<file path="src/rtl/column_event_requester.sv">
`default_nettype none
// ============================================================================
// Module      : column_event_requester
// Description : Requester side of the column arbitration handshake for one
//               pixel row. Collects column events into pending bits, requests
//               the row arbiter, then serves a frozen snapshot through the
//               column arbiter and reports completion, timeout and errors.
// Revision    : 1.0 - initial release
// ============================================================================
module column_event_requester #(
    parameter int COLS    = 8,
    parameter int TIMEOUT = 16,
    parameter int DROP_W  = 8
) (
    input  logic              clk_i,
    input  logic              reset_i,
    input  logic [COLS-1:0]   event_i,
    output logic              row_req_o,
    input  logic              row_gnt_i,
    output logic              col_enable_o,
    output logic [COLS-1:0]   col_req_o,
    input  logic [COLS-1:0]   col_gnt_i,
    output logic              row_done_o,
    output logic              timeout_o,
    output logic              err_o,
    output logic [DROP_W-1:0] drop_cnt_o
);

    localparam int c_tmr_w = (TIMEOUT > 2) ? $clog2(TIMEOUT) : 1;
    localparam int c_pop_w = $clog2(COLS + 1);
    localparam int c_sum_w = DROP_W + c_pop_w;
    localparam logic [c_tmr_w-1:0] c_timer_last = c_tmr_w'(TIMEOUT - 1);
    localparam logic [DROP_W-1:0]  c_drop_max   = {DROP_W{1'b1}};

    typedef enum logic [1:0] {
        S_IDLE  = 2'd0,
        S_REQ   = 2'd1,
        S_SERVE = 2'd2,
        S_DONE  = 2'd3
    } state_t;

    state_t              r_state;
    state_t              w_state_nxt;
    logic [COLS-1:0]     r_pend;
    logic [COLS-1:0]     r_active;
    logic [c_tmr_w-1:0]  r_timer;
    logic                r_timeout;
    logic                r_err;
    logic [DROP_W-1:0]   r_drop_cnt;

    logic [COLS-1:0]     w_pend_nxt;
    logic [COLS-1:0]     w_active_nxt;
    logic [c_tmr_w-1:0]  w_timer_nxt;
    logic                w_timeout_nxt;
    logic [COLS-1:0]     w_drop;
    logic [COLS-1:0]     w_clr;
    logic [COLS-1:0]     w_remain;
    logic                w_multi_hot;
    logic                w_illegal;
    logic [c_pop_w-1:0]  w_pop;
    logic [c_sum_w-1:0]  w_sum;
    logic [DROP_W-1:0]   w_drop_nxt;

    // Grant bits that legally retire snapshot columns, and what is left afterwards
    assign w_clr       = col_gnt_i & r_active;
    assign w_remain    = r_active & ~col_gnt_i;
    assign w_multi_hot = (col_gnt_i & (col_gnt_i - COLS'(1))) != '0;
    assign w_illegal   = (col_gnt_i != '0) &&
                         (w_multi_hot || (r_state != S_SERVE) || ((col_gnt_i & ~r_active) != '0));

    // State register
    always_ff @(posedge clk_i) begin
        if (reset_i) begin
            r_state <= S_IDLE;
        end else begin
            r_state <= w_state_nxt;
        end
    end

    // Next-state and datapath update decode
    always_comb begin
        w_state_nxt   = r_state;
        w_pend_nxt    = r_pend | event_i;
        w_active_nxt  = r_active;
        w_timer_nxt   = r_timer;
        w_timeout_nxt = 1'b0;
        w_drop        = event_i & r_pend;
        case (r_state)
            S_IDLE: begin
                if (r_pend != '0) begin
                    w_state_nxt = S_REQ;
                end
            end
            S_REQ: begin
                if (row_gnt_i) begin
                    // Pending bits move into the snapshot, so same-cycle events are not lost
                    w_active_nxt = r_pend;
                    w_pend_nxt   = event_i;
                    w_drop       = '0;
                    w_timer_nxt  = '0;
                    w_state_nxt  = S_SERVE;
                end
            end
            S_SERVE: begin
                w_active_nxt = w_remain;
                if (w_remain == '0) begin
                    w_state_nxt = S_DONE;
                end else if (w_clr != '0) begin
                    w_timer_nxt = '0;
                end else if (r_timer == c_timer_last) begin
                    // Abort: unserved columns fold back into pending for a later retry
                    w_pend_nxt    = r_pend | r_active | event_i;
                    w_active_nxt  = '0;
                    w_timeout_nxt = 1'b1;
                    w_state_nxt   = S_IDLE;
                end else begin
                    w_timer_nxt = r_timer + c_tmr_w'(1);
                end
            end
            S_DONE: begin
                w_state_nxt = S_IDLE;
            end
            default: begin
                w_state_nxt = S_IDLE;
            end
        endcase
    end

    // Saturating accumulation of events lost on already-pending bits
    always_comb begin
        w_pop = '0;
        for (int i = 0; i < COLS; i++) begin
            w_pop = w_pop + c_pop_w'(w_drop[i]);
        end
        w_sum = c_sum_w'(r_drop_cnt) + c_sum_w'(w_pop);
        if (w_sum > c_sum_w'(c_drop_max)) begin
            w_drop_nxt = c_drop_max;
        end else begin
            w_drop_nxt = w_sum[DROP_W-1:0];
        end
    end

    // Datapath registers
    always_ff @(posedge clk_i) begin
        if (reset_i) begin
            r_pend     <= '0;
            r_active   <= '0;
            r_timer    <= '0;
            r_timeout  <= 1'b0;
            r_err      <= 1'b0;
            r_drop_cnt <= '0;
        end else begin
            r_pend     <= w_pend_nxt;
            r_active   <= w_active_nxt;
            r_timer    <= w_timer_nxt;
            r_timeout  <= w_timeout_nxt;
            r_err      <= r_err | w_illegal;
            r_drop_cnt <= w_drop_nxt;
        end
    end

    // Outputs decoded from state and registers only
    assign row_req_o    = (r_state == S_REQ);
    assign col_enable_o = (r_state == S_SERVE);
    assign col_req_o    = (r_state == S_SERVE) ? r_active : '0;
    assign row_done_o   = (r_state == S_DONE);
    assign timeout_o    = r_timeout;
    assign err_o        = r_err;
    assign drop_cnt_o   = r_drop_cnt;

endmodule
`default_nettype wire
</file>
<file path="config.mk">
export PLATFORM = sky130hd
export DESIGN_NAME = column_event_requester
export DESIGN_NICKNAME = d
export VERILOG_FILES = /design/src/rtl/column_event_requester.sv
export SDC_FILE = /design/constraint.sdc
export NUM_CORES = 1
export LEC_CHECK = 0
export BUFFER_PORTS_ARGS = -buffer_cell sky130_fd_sc_hd__buf_2
export CELL_PAD_IN_SITES_DETAIL_PLACEMENT = 1
export CELL_PAD_IN_SITES_GLOBAL_PLACEMENT = 1
export CORE_ASPECT_RATIO = 2
export CORE_MARGIN = 5
export CORE_UTILIZATION = 40
export DETAILED_ROUTE_END_ITERATION = 16
export PLACE_DENSITY_LB_ADDON = 0.1
export RECOVER_POWER = 50
export SETUP_SLACK_MARGIN = 0.15
export SLEW_MARGIN = 20
export SYNTH_ARGS = -nofsm -noshare
export SYNTH_HDL_FRONTEND = slang
export SYNTH_SLANG_ARGS = --single-unit
</file>
<file path="constraint.sdc">
create_clock -name clk_i -period 4.7 [get_ports clk_i]
set_input_delay 0.94 -clock clk_i [delete_from_list [all_inputs] [get_ports clk_i]]
set_output_delay 0.94 -clock clk_i [all_outputs]
set_load 0.005 [all_outputs]
</file>
==> results.yml <==
run_status:
  status: "completed"
placement:
  dp_hpwl_um: 5202
  portBuffers: 39
  gp_congestion: 0.8642
synth:
  synth_compound_area_share_pct: 23.59
  synth_top_area_share_pct: 30.97
  synthTopCellsByArea: "dfxtp_1 (31%), ha_1 (7.3%), a21oi_1 (6.0%), nor2_1 (5.1%), fa_1 (4.8%)"
  synth-xor-area-share_pct: 1.270
  ys_warn_count: 0
  synth_area_mm2: 0.002068
  ys.flop_type: "dfxtp_1"
  synthAdderAreaFrac_pct: 12.10
  synth_top_cell_by_area: "dfxtp_1"
  synth_top_family_by_area: "simple AND/OR/NAND/NOR gates"
  yosys-mux-area-fraction_pct: 3.872
  synth_cell_types: 47
  synth-seq-cells: 32
  ys_top_cells_by_count: "dfxtp_1 (32), nor2_1 (28), a21oi_1 (25)"
  seq_area_frac_synth_pct: 30.97
  synth_edf_count: 0
  syn_nets: 279
  synth-simple-area-share_pct: 23.84
  avgSynthCellArea_um2: 8.511
  synthArstFlopShare_pct: 0
  synthCells: 243
  yosysMostFrequentCell: "dfxtp_1"
floorplanning:
  coreArea_mm2: 0.005092
  dieHeight_um: 111.7
  fp.dieW_um: 60.85
  initial_utilization_pct: 40.61
  die_area_mm2: 0.006796
  io_pins: 40
  row_count: 37
worst_setup_path:
  arrival_ns: 4.50
  crit_required_ns: 4.92
  path_class: "flip-flop to flip-flop"
  worst-path-max-fanout: 7
  end_kind: "flip-flop"
  worst_setup_path_start_kind: "flip-flop"
pwr:
  peakVddDrop_uv: 234.6
  powerDensity_mw_per_mm2: 485.0
  power.leakage_nw: 1.005
  power_w: 0.001177
timing:
  fin_tns_setup_ns: 0
  hold_violations: 0
  setup_viol: 0
  worst_pin_slew_ns: 1.353
  relSlewSlack_pct: 8.976
  min_period_ns: 4.286
  fmax_mhz: 233.3
  fin_crit_sh_pct: 91.19
  maxSlewViolCount: 0
  rsz0062_at_grt: "no"
  fin_skew_ns: 0.006526
finish:
  nFillCells: 664
  nets: 322
  drive_gt1_share_pct: 17.77
  utilization_pct: 47.64
  syn_to_final_growth_pct: 17.30
  diodes: 0
clocking:
  path_clk_slew_ns: 0.08
  cts_root_buf: "clkbuf_8"
  tritoncts: "built"
  insertion_delay_ns: 0.29
  clockBufferDepth: 2
  htree_levels: 2
  cts.sinks: 32
  cts_inserted_buffers: 5
  post-cts-setup-buffers: 0
global_route:
  grt_pass1_vias: 2189
  antenna_found_initial: 0
  grt.total_usage_pct: 21.28
  grt_overflow: 0
  grt_pass1_wl_um: 10830
  grt_start_max_net_pins: 27
drt:
  drtAntennaViolNets: 0
  drt_wl_total_um: 6617
  vias_per_cell: 5.867
  drc: 0
  firstDrtPassIters: 4
  drt_iter0_drc: 82
  avgRoutedWirePerCell_um: 19.18
  vias: 2024
flow_run:
  max_cap_violations: 0
min_path:
  hold_class: "flip-flop to flip-flop"
## where the power goes
part,internal (W),switching (W),total [W]
logic,0.000205,0.000299,0.000505
clock network,0.000157,0.000117,0.000274
registers,0.000325,0.0000726,0.000398
total,0.000688,0.000489,0.00118
## placed cells by master (no fill, tap or decap), types with 9 or more instances in the layout
cell      synthesis  final
a21oi_1          25     25
buf_2             0     31
inv_1            15     14
nor2_1           28     28
ha_1             12     12
a22oi_1          12     12
dfxtp_1          32     32
clkbuf_1          5     10
nor2b_1           9      9
## stage by stage
stage	cell area (um2)	hold WS, ns	instances	worst slack [ns]
floorplan	2068	0.4660	243	0.3257
CTS	2444	0.5067	345	0.3883
detailed placement	2332	0.4955	337	0.1197
finish	2426	0.5008	345	0.4142
global placement	2332	0.4847	337	0.1876
global route	2426	0.5446	345	0.1037
## critical path: stages (launching register included)
cell and delay, ns:
dfxtp_1 0.47, ha_1 0.27, nand2_1 0.12, and3_1 0.22, fa_1 0.48, fa_1 0.55, inv_1 0.06, fa_1 0.53
inv_1 0.06, fa_1 0.43, inv_1 0.08, fa_1 0.20, nor2b_1 0.05, o21ai_0 0.20, nand2_1 0.15, nor4bb_2 0.19
nor3_1 0.17
## flip-flops by register name, indices dropped and copies added (netlist names)
| signal | cells |
|---|---|
| drop_cnt_o | 8 |
| r_active | 8 |
| r_pend | 8 |
| r_timer | 4 |
| r_state | 2 |
| err_o | 1 |
| timeout_o | 1 |
## layer usage
metal  share of wire [%]  up-vias  track usage, %
met4                 4.5        0           12.45
met5                   0        -               0
met3                 3.3       19           2.784
met2                  57       43           38.60
li1                    -      975               -
met1                  36      987           21.53
## kinds of logic (layout without fill, tap and decap cells)
family          Yosys count  count (layout)
simple gates             88              88
flops                    32              32
xor+xnor                  3               3
fa+ha+maj                17              17
mux                       8               8
compound gates           73              73
buf+inv                  22              66
## timing repair
action,4_1_cts,5_1_grt
hold buffers,0,0
endpoints found under the setup margin,0,2
resized for setup,0,4
## worst paths after layout
path	from	end	slack [ns]	depth (start not counted)
worst max-delay path	r_state[0]	drop_cnt_o[6]	0.41	16
worst min-delay path	r_timer[1]	r_timer[1]	0.50	2
worst max register to register	r_state[0]	drop_cnt_o[6]	0.41	16
worst min register to register	r_timer[1]	r_timer[1]	0.50	2
## cell type report
class | count | area, um2 | area share [%]
Clock buffer | 5 | 68.82 | 2.837
Clock inverter | 3 | 42.54 | 1.753
Inverter | 15 | 56.30 | 2.321
Multi-Input combinational cell | 189 | 1338 | 55.13
Sequential cell | 32 | 640.6 | 26.41
Tap cell | 58 | 72.57 | 2.991
Timing Repair Buffer | 43 | 207.7 | 8.561
(Power assumes the default switching activity.)
